$ cat src/rtl/ula_issue.sv
// Single-issue register bank and issue controller feeding the ULA.
// IDLE -> READ -> EXEC (ALU_LAT cycles) -> WB, one instruction at a time.
module ula_issue #(
   parameter int unsigned ALU_LAT = 1
) (
   input  logic        CLOCK_27,
   input  logic        RST,
   input  logic [11:0] instr,
   input  logic        instr_valid,
   output logic        instr_ready,
   output logic [2:0]  alu_op,
   output logic [2:0]  alu_a,
   output logic [2:0]  alu_b,
   input  logic [3:0]  alu_result,
   output logic        done,
   output logic        ovf,
   output logic        dz,
   input  logic [2:0]  dbg_sel,
   output logic [2:0]  dbg_data
);

   localparam logic [2:0] LAT = 3'(ALU_LAT);
   localparam logic [2:0] OP_DIV = 3'd3;
   localparam logic [2:0] OP_LDI = 3'd7;

   typedef enum logic [1:0] {
      S_IDLE,
      S_READ,
      S_EXEC,
      S_WB
   } state_t;

   state_t      r_state;
   logic [11:0] r_instr;
   logic [2:0]  r_regs [8];
   logic [2:0]  r_cnt;
   logic [2:0]  r_alu_op;
   logic [2:0]  r_alu_a;
   logic [2:0]  r_alu_b;
   logic        r_done;
   logic        r_ovf;
   logic        r_dz;

   logic [2:0]  w_op;
   logic [2:0]  w_rd;
   logic [2:0]  w_ra;
   logic [2:0]  w_rb;
   logic        w_div0;
   logic [3:0]  w_wb;

   assign w_op = r_instr[11:9];
   assign w_rd = r_instr[8:6];
   assign w_ra = r_instr[5:3];
   assign w_rb = r_instr[2:0];

   // Divisor is the registered operand B, i.e. reg[rb] as read.
   assign w_div0 = (w_op == OP_DIV) && (r_alu_b == 3'd0);

   always_comb begin
      w_wb = alu_result;
      if (w_op == OP_LDI)
         w_wb = {1'b0, w_ra};
      else if (w_div0)
         w_wb = 4'b0111;
   end

   always_ff @(posedge CLOCK_27 or posedge RST) begin
      if (RST) begin
         r_state  <= S_IDLE;
         r_instr  <= '0;
         r_cnt    <= '0;
         r_alu_op <= '0;
         r_alu_a  <= '0;
         r_alu_b  <= '0;
         r_done   <= 1'b0;
         r_ovf    <= 1'b0;
         r_dz     <= 1'b0;
         for (int i = 0; i < 8; i++)
            r_regs[i] <= '0;
      end else begin
         r_done <= 1'b0;
         unique case (r_state)
            S_IDLE: begin
               if (instr_valid) begin
                  r_instr <= instr;
                  r_state <= S_READ;
               end
            end
            S_READ: begin
               r_alu_op <= w_op;
               r_alu_a  <= r_regs[w_ra];
               r_alu_b  <= r_regs[w_rb];
               r_cnt    <= LAT;
               r_state  <= S_EXEC;
            end
            S_EXEC: begin
               if (r_cnt <= 3'd1)
                  r_state <= S_WB;
               else
                  r_cnt <= r_cnt - 3'd1;
            end
            S_WB: begin
               r_regs[w_rd] <= w_wb[2:0];
               r_ovf        <= w_wb[3];
               r_dz         <= w_div0;
               r_done       <= 1'b1;
               r_state      <= S_IDLE;
            end
         endcase
      end
   end

   assign instr_ready = (r_state == S_IDLE);
   assign alu_op      = r_alu_op;
   assign alu_a       = r_alu_a;
   assign alu_b       = r_alu_b;
   assign done        = r_done;
   assign ovf         = r_ovf;
   assign dz          = r_dz;
   assign dbg_data    = r_regs[dbg_sel];

endmodule

$ cat config.mk
export PLATFORM = sky130hd
export DESIGN_NAME = ula_issue
export DESIGN_NICKNAME = d
export VERILOG_FILES = /design/src/rtl/ula_issue.sv
export SDC_FILE = /design/constraint.sdc
export NUM_CORES = 1
export LEC_CHECK = 0
export ABC_AREA = 1
export CAP_MARGIN = 20
export CORE_MARGIN = 2
export CORE_UTILIZATION = 23
export CTS_BUF_LIST = sky130_fd_sc_hd__clkbuf_2
export CTS_CLUSTER_DIAMETER = 100
export DETAILED_ROUTE_END_ITERATION = 10
export PLACE_DENSITY_LB_ADDON = 0.25
export SLEW_MARGIN = 15
export SYNTH_ARGS = -nofsm -noshare
export SYNTH_HDL_FRONTEND = slang
export SYNTH_SLANG_ARGS = --single-unit
$ cat constraint.sdc
create_clock -name CLOCK_27 -period 3.29 [get_ports CLOCK_27]
set_input_delay 0.658 -clock CLOCK_27 [delete_from_list [all_inputs] [get_ports CLOCK_27]]
set_output_delay 0.658 -clock CLOCK_27 [all_outputs]
set_load 0.02 [all_outputs]
## Word level (Yosys, flattened, before mapping)

Cells that the tools add are included.

- Bits of input ports: 22
- Output and inout port bits: 16
- Bits in registers: 53

- Multiplexer cells: 20
- $add $sub $neg: 1
- Bitwise logic cells: 4
- Reduce and logical (&&, ||, !) cells: 8
- Equality and inequality tests: 8
- Magnitude comparators: 6

Operator list:

| kind | count |
|---|---|
| $bmux 3 s3 | 3 |
| $bwmux 24 | 1 |
| $mux 3 | 8 |
| $ge 4x4->1 const B | 4 |
| $not 3->4 | 4 |
| $demux 3 s3 | 1 |
| $mux 4 | 2 |
| $pmux 2 s4 | 1 |
| $ne 2x2->1 const B | 3 |
| $pmux 3 s2 | 1 |
| $reduce_and 2->1 | 3 |
| $eq 2x2->1 const B | 2 |
| $lt 4x1->1 const B | 1 |
| $mux 2 | 2 |
| $eq 3x2->1 const B | 1 |
| $eq 3x3->1 const B | 1 |
| $le 3x1->1 const B | 1 |
| $logic_not 3->1 | 1 |
| $sub 3x1->3 const B | 1 |
| $eq 2x1->1 const B | 1 |
| $logic_and 1x1->1 | 2 |
| $logic_not 2->1 | 1 |
| $reduce_bool 2->1 | 1 |
| $mux 1 | 1 |

## Depth between registers and ports, before layout

Gate-level depths: netlist of run 1.

- Depth after elaboration: 6
- Gate-level depth with buffers: 8
- Gate-level depth less buffers: 8

## Worst setup path after synthesis of run 1

Ideal clock, no wire load.

- Path type: input to output
- Start: in dbg_sel[0]
- End: out dbg_data[1]
- Stages on the path: 6
- Path buffers: 1
- Arrival: 1256 ps
- Data required time: 2632 ps
- Path slack: 1376 ps
- Cells stage by stage: buf_2 > a21oi_1 > o21ai_0 > nand2_1 > nand2_1 > nand2_1

- Longest elaborated chain between the ends: 4

RTL lines:

| item | line | source |
|---|---|---|
| start, declared | 18 | `input logic [2:0] dbg_sel,` |
| $not 3->4 (implied by the code) | 120 | `assign dbg_data = r_regs[dbg_sel];` |
| $bmux 3 s3 | 120 |  |
| $mux 3 (implied by the code) (2 in a row) | 120 |  |
| end, declared | 19 | `output logic [2:0] dbg_data` |

No other way between the ends. The select of a mux whose other input is x is not followed.

## Worst setup path in the final report of run 1

- Start: in dbg_sel[1]
- End: out dbg_data[0]

Same word-level chain as after synthesis.

==> results by group, run 1 <==
Outcome
  • Outcome: finished, final reports clean

Clock tree
  • Setup Buffers After CTS: 0
  • Sinks on Clock Net: between 50 and 60
  • Htree depth: 2
  • Total CTS buffers: 5
  • Clock Latency Late Sink: approximately 0.46 ns
  • Hold_buf cts: 0
  • Max clock buf depth: 2
  • CTS tree: done
  • Resize count post-CTS: 0
  • Clock root cell: clkbuf_2
  • CTS clock-pin slew for the worst setup and hold paths: between 0.2 and 0.3 ns

Logic synthesis
  • #FFs+latches synth: between 50 and 60
  • Post-Syn Instances: between 400 and 500
  • Largest family of logic cells by synthesized area: simple AND/OR/NAND/NOR gates
  • Simple-gate portion of the synthesized area: between 30% and 40%
  • Top cells by area, synth: dfrtp_1 43%, nand2_1 19%, nand3_1 11%
  • Yosys warnings: 0
  • Adder-cell share of the synthesized area: 2.86%
  • Share of synthesized area spent on multiplexers: 1.10%
  • Synthesized Nets: between 400 and 500
  • Mapped Area: about 3100 um^2
  • Synth top area share: between 40% and 50%
  • Syn avg cell area: between 7 and 8 um^2
  • Compound-gate portion of the synthesized area: under 10%
  • Post-synthesis sequential area ratio: a little over two fifths
  • Synth cell types: 23
  • Post-synthesis xor/xnor area fraction: less than 1%
  • Cell taking the most area after synthesis: dfrtp_1

Worst setup path
  • Critical path cell sequence: clkdlybuf4s50_1 > inv_1 > a21oi_1 > o21ai_0 > nand2_1 > nand2_1 > nand2_1 > clkdlybuf4s50_1
  • Delay-heaviest family, CP: buffers and inverters
  • CP max stage cell: clkdlybuf4s50_1
  • WS Path Type: in2out
  • Worst path arrival time: between 2 and 2.5 ns
  • CP Data Required Time: ~2.6 ns
  • Crit start category: input port
  • Crit Path Max Fanout: 7
  • Buf/Inv on CP: 3
  • CP peak stage delay: roughly 0.60 ns
  • Crit end category: primary output
  • Critical path's most frequent cell: nand2_1

Timing
  • Fmax: ~320 MHz
  • Final critical-path required period: between 3 and 4 ns
  • Clk_skew: around 0.054 ns
  • Final setup viols: 0
  • Final Hold Viols: 0
  • RSZ-0062 raised after global routing: no
  • Pins Over Slew Limit: 0
  • Slew margin rel.: 50.2%
  • Slew @ Worst Pin: between 0.7 and 0.8 ns
  • Total negative slack: 0 ns
  • Period utilization: just over 90%
  • Final worst slack: 0.211 ns

Placement
  • GPL Wtd Cong: a little over 0.8
  • I/O Buffers: 37
  • DP Wirelength: roughly 6600 um
  • Post-Place Setup Slack: about 0.23 ns

Floorplanning
  • Cell Rows: 42
  • I/O Pins: 38
  • Die Area: roughly 14000 um^2
  • Core Box Area: between 10000 and 15000 um^2
  • Die Wd: approximately 120 um
  • Die height: ~120 um
  • Initial Util: 23.3%

Route
  • WL/cell: approximately 13 um
  • DRT Pass-1 Iters: 4
  • Vias per inst: around 4.4
  • Initial DRC count: 144
  • Total Wirelength: between 8000 and 9000 um
  • DRC viols: 0
  • Post-route ant nets: 0
  • DR vias: between 2k and 3k

GRT
  • M2 GR Usage: 19.8%
  • First-pass GRT wire length: approximately 14000 um
  • Top Usage Layer GRT: met2
  • Met3 Use GR: ~2.8%
  • GRT Residual Overflow: 0
  • Pin count of the biggest net entering global routing: 22
  • Aggregate global-route resource usage: between 10% and 20%
  • Grt met1 use: 17.3%
  • Vias in the first global route: about 2.8k
  • Initial antenna violation count: 0

Finish
  • Fraction of layout cells with a size suffix above 1: under 10%
  • N_diodes: 0
  • Area growth syn-to-layout: 19.9%
  • Fin nets: a little under 500

Power
  • PwrDens: ~930 nW/um^2
  • Maximum VDD drop: between 200 and 300 uV
  • Pleak: between 1.5 and 2 nW

Run
  • Max-Cap Viols: 0

Worst hold path
  • HP Class: in2async
==> final cells by class <==
| class | count | area (um^2) |
|---|---|---|
| Clock buffer | 5 | 25.0 |
| Timing Repair Buffer | 40 | 393 |
| Multi-Input combinational cell | 301 | 1450 |
| Inverter | 58 | 218 |
| Sequential cell | 53 | 1330 |
| Clock inverter | 3 | 43.8 |
| Tap cell | 176 | 220 |
| Fill cell | 1494 | 9460 |
==> placed cells by master, fill, tap and decap left out, drive strengths merged <==
| cell | n |
|---|---|
| a21oi | 21 |
| buf | 3 |
| bufinv | 1 |
| clkbuf | 5 |
| clkdlybuf4s50 | 37 |
| clkinv | 2 |
| dfrtp | 53 |
| ha | 7 |
| inv | 58 |
| mux2 | 3 |
| nand2 | 155 |
| nand3 | 70 |
| nand3b | 3 |
| nor2 | 23 |
| o21a | 1 |
| o21ai | 16 |
| o22ai | 1 |
| xnor2 | 1 |
==> cells in the mapped netlist <==
cell type  instances
a21oi_1           21
buf_2              3
buf_4              3
buf_6              3
clkinv_1           1
dfrtp_1           53
ha_1               7
inv_1             50
inv_2              7
mux2_2             3
nand2_1          152
nand2_2            3
nand3_1           69
nand3_4            1
nand3b_4           3
nor2_1            18
nor2_2             3
nor2_4             2
o21a_1             1
o21ai_0           12
o21ai_1            4
o22ai_1            1
xnor2_1            1
==> logic make-up after synthesis <==
logic type      after synthesis
compound gates               39
xor+xnor                      1
fa+ha+maj                     7
buf+inv                      67
flops                        53
mux                           3
simple gates                251
==> flip-flops by register name, summed over array words and instances (netlist names) <==
name	cells
r_regs	24
r_instr	12
alu_a	3
alu_b	3
alu_op	3
r_cnt	3
r_state	2
done	1
dz	1
ovf	1
==> where the power goes <==
group	leakage, nW	switching (mW)	total, mW	internal, mW
combinational	1.18	1.10	1.77	0.669
clock	0.0433	0.221	0.351	0.130
sequential	0.615	0.305	1.28	0.978
==> metal layers <==
| metal | routed length [um] | vias to the layer above |
|---|---|---|
| met1 | 4110 | 1307 |
| met2 | 3640 | 76 |
| met3 | 438 | 10 |
| met4 | 127 | 0 |
| met5 | 0 | - |
| li1 | - | 1398 |
==> path summary, 6_finish.rpt <==
check | startpoint | to | slack [ns] | cells after the start
setup reg to reg | r_state[0] | r_instr[9] | 1.45 | 4
min in group CLOCK_27 | alu_op[1] | alu_op[1] | 0.51 | 2
hold reg to reg | alu_op[1] | alu_op[1] | 0.51 | 2
setup / recovery | dbg_sel[1] | dbg_data[0] | 0.21 | 8
max in group asynchronous | RST | r_instr[0] | 2.22 | 3
hold / removal | RST | dz | 0.45 | 2
==> per-stage QoR <==
stage	hold WS, ns	total power [mW]	cell area, um^2	cells	utilization, %
5_1_grt	0.409	3.76	3680	636	28.0
4_1_cts	0.427	3.44	3680	636	28.0
2_1_floorplan	0.449	2.50	3070	421	-
3_3_place_gp	0.462	3.06	3610	628	27.5
6_report	0.445	3.40	3680	636	28.0
3_5_place_dp	0.466	3.09	3610	628	27.5
Power figures use the tool's default switching activity.
==> inputs of run 2 (changes only) <==
- HOLD_SLACK_MARGIN: unset -> 0.05
==> results of run 2 <==
Same layout as run 1: the final DEF is identical, and so are final timing and power.
